$ cat src/rtl/fetch_pc_unit_pkg.sv
// Shared types and constants for the instruction fetch / next-PC unit.
// Holds the FSM state encoding, instruction field positions and opcode values.
package fetch_pc_unit_pkg;

   localparam int INSTR_W   = 32;
   localparam int OPCODE_HI = 31;
   localparam int OPCODE_LO = 26;
   localparam int TARGET_HI = 25;
   localparam int TARGET_LO = 0;
   localparam int IMM_HI    = 15;
   localparam int IMM_LO    = 0;
   localparam int FUNCT_HI  = 5;
   localparam int FUNCT_LO  = 0;

   typedef enum logic [1:0] {
      FETCH = 2'd0,
      EXEC  = 2'd1,
      HALT  = 2'd2
   } state_e;

   localparam logic [5:0] OPC_RTYPE = 6'b000000;
   localparam logic [5:0] OPC_J     = 6'b000010;
   localparam logic [5:0] OPC_JAL   = 6'b000011;
   localparam logic [5:0] OPC_BEQ   = 6'b000100;
   localparam logic [5:0] OPC_BNE   = 6'b000101;
   localparam logic [5:0] FUNCT_JR  = 6'b001000;

   // Sign-extended word offset of a branch immediate, already shifted to bytes.
   function automatic logic [31:0] branch_offset(input logic [15:0] imm);
      return {{14{imm[15]}}, imm, 2'b00};
   endfunction

endpackage

$ cat src/rtl/fetch_pc_unit_pc_next_calc.sv
// Combinational next-PC selection: jr > j/jal > taken branch > sequential.
// Also flags a jr target that is not word aligned.
module pc_next_calc
   import fetch_pc_unit_pkg::*;
(
   input  logic [31:0]          pc,
   input  logic [TARGET_HI:0]   instr,
   input  logic                 jump_flag,
   input  logic                 branch_flag,
   input  logic                 jal_flag,
   input  logic                 jr_flag,
   input  logic                 branch_ne,
   input  logic                 alu_zero,
   input  logic [31:0]          rs_data,
   output logic [31:0]          next_pc,
   output logic                 target_misaligned
);

   logic [31:0] pc4_s;
   logic [31:0] jump_target_s;
   logic [31:0] branch_target_s;
   logic        branch_taken_s;

   assign pc4_s           = pc + 32'd4;
   assign jump_target_s   = {pc4_s[31:28], instr[TARGET_HI:TARGET_LO], 2'b00};
   assign branch_target_s = pc4_s + branch_offset(instr[IMM_HI:IMM_LO]);
   assign branch_taken_s  = branch_flag & (alu_zero ^ branch_ne);

   // Priority select of the next program counter.
   always_comb begin
      next_pc           = pc4_s;
      target_misaligned = 1'b0;
      if (jr_flag) begin
         next_pc           = rs_data;
         target_misaligned = (rs_data[1:0] != 2'b00);
      end else if (jump_flag || jal_flag) begin
         next_pc = jump_target_s;
      end else if (branch_taken_s) begin
         next_pc = branch_target_s;
      end else begin
         next_pc = pc4_s;
      end
   end

endmodule

$ cat src/rtl/fetch_pc_unit.sv
// Instruction fetch and PC update unit: FETCH/EXEC/HALT FSM, PC and
// instruction registers, jal link write and sticky misaligned-jr error.
module fetch_pc_unit
   import fetch_pc_unit_pkg::*;
#(
   parameter logic [31:0] RESET_PC = 32'h0000_0000
) (
   input  logic                 clock,
   input  logic                 reset,
   output logic                 imem_req,
   output logic [31:0]          imem_addr,
   input  logic                 imem_ready,
   input  logic [INSTR_W-1:0]   imem_data,
   output logic [INSTR_W-1:0]   instr,
   output logic                 instr_valid,
   output logic [5:0]           opcode,
   output logic [5:0]           funct,
   input  logic                 jump_flag,
   input  logic                 branch_flag,
   input  logic                 jal_flag,
   input  logic                 jr_flag,
   input  logic                 branch_ne,
   input  logic                 alu_zero,
   input  logic [31:0]          rs_data,
   input  logic                 stall,
   output logic [31:0]          pc,
   output logic [31:0]          link_addr,
   output logic                 link_we,
   output logic                 misaligned
);

   state_e              state_r;
   state_e              state_nxt_s;
   logic [31:0]         pc_r;
   logic [INSTR_W-1:0]  instr_r;
   logic                misaligned_r;
   logic                pc_load_s;
   logic                instr_load_s;
   logic                halt_set_s;
   logic                req_s;
   logic                valid_s;
   logic                link_we_s;
   logic [31:0]         next_pc_s;
   logic                target_misaligned_s;

   pc_next_calc u_pc_next_calc (
      .pc                (pc_r),
      .instr             (instr_r[TARGET_HI:0]),
      .jump_flag         (jump_flag),
      .branch_flag       (branch_flag),
      .jal_flag          (jal_flag),
      .jr_flag           (jr_flag),
      .branch_ne         (branch_ne),
      .alu_zero          (alu_zero),
      .rs_data           (rs_data),
      .next_pc           (next_pc_s),
      .target_misaligned (target_misaligned_s)
   );

   // State, PC, instruction and error registers.
   always_ff @(posedge clock) begin
      if (reset) begin
         state_r      <= FETCH;
         pc_r         <= RESET_PC;
         instr_r      <= {INSTR_W{1'b0}};
         misaligned_r <= 1'b0;
      end else begin
         state_r <= state_nxt_s;
         if (pc_load_s)    pc_r         <= next_pc_s;
         if (instr_load_s) instr_r      <= imem_data;
         if (halt_set_s)   misaligned_r <= 1'b1;
      end
   end

   // Next-state and per-state control decode.
   always_comb begin
      state_nxt_s  = state_r;
      pc_load_s    = 1'b0;
      instr_load_s = 1'b0;
      halt_set_s   = 1'b0;
      req_s        = 1'b0;
      valid_s      = 1'b0;
      link_we_s    = 1'b0;
      case (state_r)
         FETCH: begin
            req_s = 1'b1;
            if (imem_ready) begin
               instr_load_s = 1'b1;
               state_nxt_s  = EXEC;
            end else begin
               state_nxt_s = FETCH;
            end
         end
         EXEC: begin
            valid_s = 1'b1;
            if (stall) begin
               state_nxt_s = EXEC;
            end else if (target_misaligned_s) begin
               halt_set_s  = 1'b1;
               state_nxt_s = HALT;
            end else begin
               pc_load_s   = 1'b1;
               link_we_s   = jal_flag;
               state_nxt_s = FETCH;
            end
         end
         HALT: begin
            state_nxt_s = HALT;
         end
         default: begin
            state_nxt_s = FETCH;
         end
      endcase
   end

   // Reset overrides the handshake/write strobes in the same cycle it is seen.
   assign imem_req    = req_s & ~reset;
   assign instr_valid = valid_s & ~reset;
   assign link_we     = link_we_s & ~reset;
   assign imem_addr   = pc_r;
   assign pc          = pc_r;
   assign link_addr   = pc_r + 32'd4;
   assign instr       = instr_r;
   assign opcode      = instr_r[OPCODE_HI:OPCODE_LO];
   assign funct       = instr_r[FUNCT_HI:FUNCT_LO];
   assign misaligned  = misaligned_r;

endmodule

$ cat config.mk
export PLATFORM = sky130hd
export DESIGN_NAME = fetch_pc_unit
export DESIGN_NICKNAME = d
export VERILOG_FILES = /design/src/rtl/fetch_pc_unit_pkg.sv /design/src/rtl/fetch_pc_unit_pc_next_calc.sv /design/src/rtl/fetch_pc_unit.sv
export SDC_FILE = /design/constraint.sdc
export NUM_CORES = 1
export LEC_CHECK = 0
export CAP_MARGIN = 20
export CORE_AREA = 2 2 116 118
export DETAILED_ROUTE_END_ITERATION = 8
export DIE_AREA = 0 0 118 120
export PLACE_DENSITY_LB_ADDON = 0.2
export SKIP_CTS_REPAIR_TIMING = 1
export SLEW_MARGIN = 40
export SYNTH_ARGS = -nofsm -noshare
export SYNTH_HDL_FRONTEND = slang
export SYNTH_SLANG_ARGS = --single-unit
$ cat constraint.sdc
create_clock -name clock -period 3.9 [get_ports clock]
set_input_delay 0.975 -clock clock [delete_from_list [all_inputs] [get_ports clock]]
set_output_delay 0.975 -clock clock [all_outputs]
set_load 0.02 [all_outputs]
==> results by stage <==
Synthesis:
- The compound-cell area share of the yosys netlist was 0.255.
- The number of distinct library cells after synthesis is 68.
- The basic-gate share of the synthesized area counting and, or, nand and nor cells is 0.243.
- The largest family of logic cells by synthesized area is compound AO/OA/AOI/OAI gates.
- Counting flops with an async set or reset pin after synthesis yields a share of 0.
- Synthesis handed over a netlist of between 700 and 800 instances.
- For this run, the register share of the synthesized area comes to 0.235.
- Counting instances in the post-synthesis netlist gives the leading cell types as sky130_fd_sc_hd__nand2_1 (135), sky130_fd_sc_hd__a21oi_1 (90), sky130_fd_sc_hd__dfxtp_1 (67).
- After synthesis the netlist holds a flip-flop and latch count of 67.
- sky130_fd_sc_hd__dfxtp_1 takes more of the synthesized area than any other cell.
- The share of synthesized area in the top cell type comes to 0.235.
- The summed instance area of the synthesized netlist is roughly 0.0057 mm².
- The adder-cell share of the synthesized area is 0.0824.
- The post-synthesis area per instance is around 7.3 µm².
- The flip-flop cell with the highest count after synthesis is sky130_fd_sc_hd__dfxtp_1.
- The number of synthesized flops with an enable pin is 0.
- The number of nets in the synthesized netlist is 889.
- The Yosys warning count is 0.
- The most used standard cell by instance count after synthesis is sky130_fd_sc_hd__nand2_1.
- Of the post-synthesis cell area, the part taken by muxes is 0.00877.
- Of the total synthesized cell area, the portion taken by XOR and XNOR cells is 0.0809.
- By area the synthesized netlist is led by sky130_fd_sc_hd__dfxtp_1 (23%), sky130_fd_sc_hd__nand2_1 (8.9%), sky130_fd_sc_hd__a21oi_1 (7.9%).

Power:
- The power per cell area is 278 mW/mm².
- The share of total power dissipated in combinational logic is 0.290.
- The internal cell power is about 0.0015 W.
- The share of total power dissipated in sequential elements is 0.332.
- The fraction of power spent switching nets is 0.334.
- The share of total power dissipated in the clock network is 0.379.
- The peak supply drop is 218 µV.
- For this design the total switching power over the nets is about 0.00077 W.
- The leakage power of the design is 3.30 nW.

STA:
- Setup repair after global routing left no endpoint under its margin.
- The number of max-slew violations in the final report is 0.
- The headroom to the max-slew limit is 0.475.
- The setup-violating endpoint count in the final report is 0.
- The worst setup margin is 97.0 ps.
- Derived from the worst setup path, the maximum achievable clock frequency is 0.263 GHz.
- The number of hold-slack violations in the final timing report is 0.
- At the pin with the least slew margin, the transition time is between 700 and 800 ps.
- On the final layout, the worst clock skew is 11.0 ps.
- The final clock period utilization by the worst path is 0.975.
- The clock period could shrink to 3800 ps.
- On the final layout, the worst hold slack is 471 ps.

Place:
- Detailed placement ended at an HPWL of 15,900 µm.
- Routability-driven placement finished with a final weighted congestion of between 1 and 1.5.
- The number of input and output port buffers inserted is 217.
- Prior to clock tree synthesis, the placed netlist has a worst setup slack of 187 ps.
- The cell area after placement is 0.00793 mm².
- The number of cells in the design after placement is around 1,100.

Clocking:
- TritonCTS created 9 clock buffers.
- The TritonCTS clock tree is done.
- The later pin in the worst-skew pair is clocked with a latency of between 300 and 400 ps.
- The number of H-tree branching levels is 3.
- CTS placed an instance of sky130_fd_sc_hd__clkbuf_16 at the clock tree root.
- The number of clock sinks is 67.
- The clock transition at the registers of the reported paths is about 60 ps.
- The buffer depth of the longest clock path is 2.

Layout:
- Compared with the post-synthesis result, the final layout area differs by 45.3%.
- Once layout is complete, the utilization of the core stands at 0.639.
- The number of diodes is 0.
- Summing all non-filler instances in the final layout gives an area of approximately 0.0083 mm².
- The total number of nets in the final design is 1,078.
- The number of standard cells in the final layout excluding fillers is 1,148.
- The fraction of layout instances using a drive strength above 1 is 0.0988.

Die:
- The I/O pin count is 218.
- The placeable core area is 0.0130 mm².
- Measured along the x axis, the die boundary spans approximately 120 µm.
- The overall die height is 120 µm.
- The effective utilization at floorplan is 0.440.
- The total die area is roughly 0.014 mm².
- The standard-cell row count is 42.

Route:
- The violation count after the first detailed-route iteration is roughly 420.
- For this run, design rule violations remaining after detail routing come to 0.
- The overall routed net length is around 21,000 µm.
- Dividing the detail-routed wire length by the instance count gives 18.6 µm.
- The number of vias per cell after detailed routing is 5.65.
- The number of search-and-repair iterations in the first detailed-routing pass is 5.
- The final route contains 6,482 vias.
- Once detail routing completed, the nets flagged for antenna violations numbered 0.

Critical path:
- For the worst setup path, the data arrival time is 2830 ps.
- The critical path goes through ha_1 > and4_4 > nand4_4 > nor2_2 > nand3_1 > xnor2_1 > buf_4 > clkdlybuf4s50_1.
- Among all stages on the critical path, the largest delay is contributed by sky130_fd_sc_hd__clkdlybuf4s50_1.
- The worst setup path is launched from a flip-flop.
- The type of destination of the critical path is an output pin.
- The critical path start-end classification is flip-flop to output pin.
- The endpoint required time on the critical path is 2920 ps.
- The critical path's largest stage delay is 600 ps.
- The largest fanout of any net on the critical path is 5.

Global route:
- Entering global routing, the biggest net connects 53 pins.
- The first global-routing pass estimated roughly 33,000 µm of wire.
- The number of antenna violations at the first check in global routing came to 0.
- The via count of the first global-routing pass is 6,188.
- The total overflow left after global routing is 0.
- The global routing usage summed across all routing layers is 0.297.

Hold path:
- The class of the tightest hold or removal check is flip-flop to flip-flop.

Status:
- The run finished with clean final reports.

Run:
- The number of maximum-capacitance constraint violations is 0.
-- worst max-delay path: cells and delay by family, from the launching register on --
family        cells  cell delay [ps]
xor+xnor          1              230
flops             1              400
buf+inv           2              750
fa+ha+maj         1              250
simple gates      4              840
-- stage by stage --
stage	TNS (ps)	total power, W
after global routing	0	0.00240
after floorplan	0	0.00114
final	0	0.00230
after CTS	-80.3	0.00231
after global placement	0	0.00143
after detailed placement	0	0.00144
-- layout make-up --
type                            count  area [µm²]
Sequential cell                    67        1340
Multi-Input combinational cell    615        3860
Timing Repair Buffer              263        2510
Fill cell                        1231        4690
Clock inverter                      7        82.6
Clock buffer                        9         225
Tap cell                          176         220
Inverter                           11        41.3
-- registers in the layout, indices dropped and copies added, names as in the netlist --
signal,cells
misaligned,1
instr,32
state_r,2
imem_addr,32
-- power groups by stage --
stage	logic (W)	clock network (W)	registers [W]
3_3_place_gp	0.000658	0	0.000776
4_1_cts	0.000662	0.000882	0.000763
2_1_floorplan	0.000325	0	0.000814
5_1_grt	0.000715	0.000918	0.000767
3_5_place_dp	0.000658	0	0.000777
6_report	0.000667	0.000872	0.000763
-- final timing paths --
kind	startpoint	to	slack, ps	cells after the start
setup / recovery	imem_addr[2]	link_addr[22]	100	8
hold reg to reg	misaligned	misaligned	470	2
hold / removal	misaligned	misaligned	470	2
setup reg to reg	imem_addr[2]	imem_addr[25]	220	14
-- cell usage in the layout, fill, tap and decap left out, types with 3 or more instances in the layout --
cell type | Yosys | final
sky130_fd_sc_hd__a31oi_1 | 8 | 7
sky130_fd_sc_hd__nor3_1 | 11 | 11
sky130_fd_sc_hd__xnor2_1 | 32 | 31
sky130_fd_sc_hd__o22ai_1 | 4 | 4
sky130_fd_sc_hd__xnor2_2 | 2 | 3
sky130_fd_sc_hd__nor2_1 | 51 | 49
sky130_fd_sc_hd__xor2_1 | 17 | 16
sky130_fd_sc_hd__and3_1 | 10 | 9
sky130_fd_sc_hd__buf_4 | 48 | 46
sky130_fd_sc_hd__a211oi_1 | 15 | 15
sky130_fd_sc_hd__clkdlybuf4s50_1 | 0 | 215
sky130_fd_sc_hd__nand2_1 | 135 | 135
sky130_fd_sc_hd__nor4_1 | 6 | 6
sky130_fd_sc_hd__a21o_1 | 14 | 14
sky130_fd_sc_hd__nand4_1 | 15 | 15
sky130_fd_sc_hd__nand2b_1 | 3 | 3
sky130_fd_sc_hd__o311ai_0 | 3 | 3
sky130_fd_sc_hd__mux2i_1 | 5 | 5
sky130_fd_sc_hd__and2_1 | 9 | 9
sky130_fd_sc_hd__o211ai_1 | 19 | 19
sky130_fd_sc_hd__ha_1 | 36 | 33
sky130_fd_sc_hd__o21ai_0 | 47 | 46
sky130_fd_sc_hd__inv_1 | 11 | 11
sky130_fd_sc_hd__a221oi_1 | 3 | 3
sky130_fd_sc_hd__or3_1 | 8 | 8
sky130_fd_sc_hd__a21oi_1 | 90 | 90
sky130_fd_sc_hd__nand3_1 | 16 | 16
sky130_fd_sc_hd__clkbuf_16 | 0 | 9
sky130_fd_sc_hd__and4_1 | 4 | 4
sky130_fd_sc_hd__o21ai_1 | 6 | 7
sky130_fd_sc_hd__a311oi_1 | 5 | 5
sky130_fd_sc_hd__dfxtp_1 | 67 | 66
sky130_fd_sc_hd__ha_2 | 0 | 3
sky130_fd_sc_hd__inv_6 | 0 | 3
sky130_fd_sc_hd__or2_2 | 4 | 4
-- cell families (layout without fill, tap and decap cells) --
logic type | Yosys count | in the layout
simple gates | 287 | 287
compound gates | 235 | 235
buf+inv | 96 | 290
flops | 67 | 67
xor+xnor | 51 | 51
fa+ha+maj | 37 | 37
mux | 5 | 5
-- metal layers --
layer  wire (µm)  up-vias  GRT usage
met1        9290     3014      0.382
met5           0        -          0
met2        9640      300      0.477
met3        1910       39     0.0827
met4         515        0      0.102
li1            -     3129          -
Power figures use the tool's default switching activity.
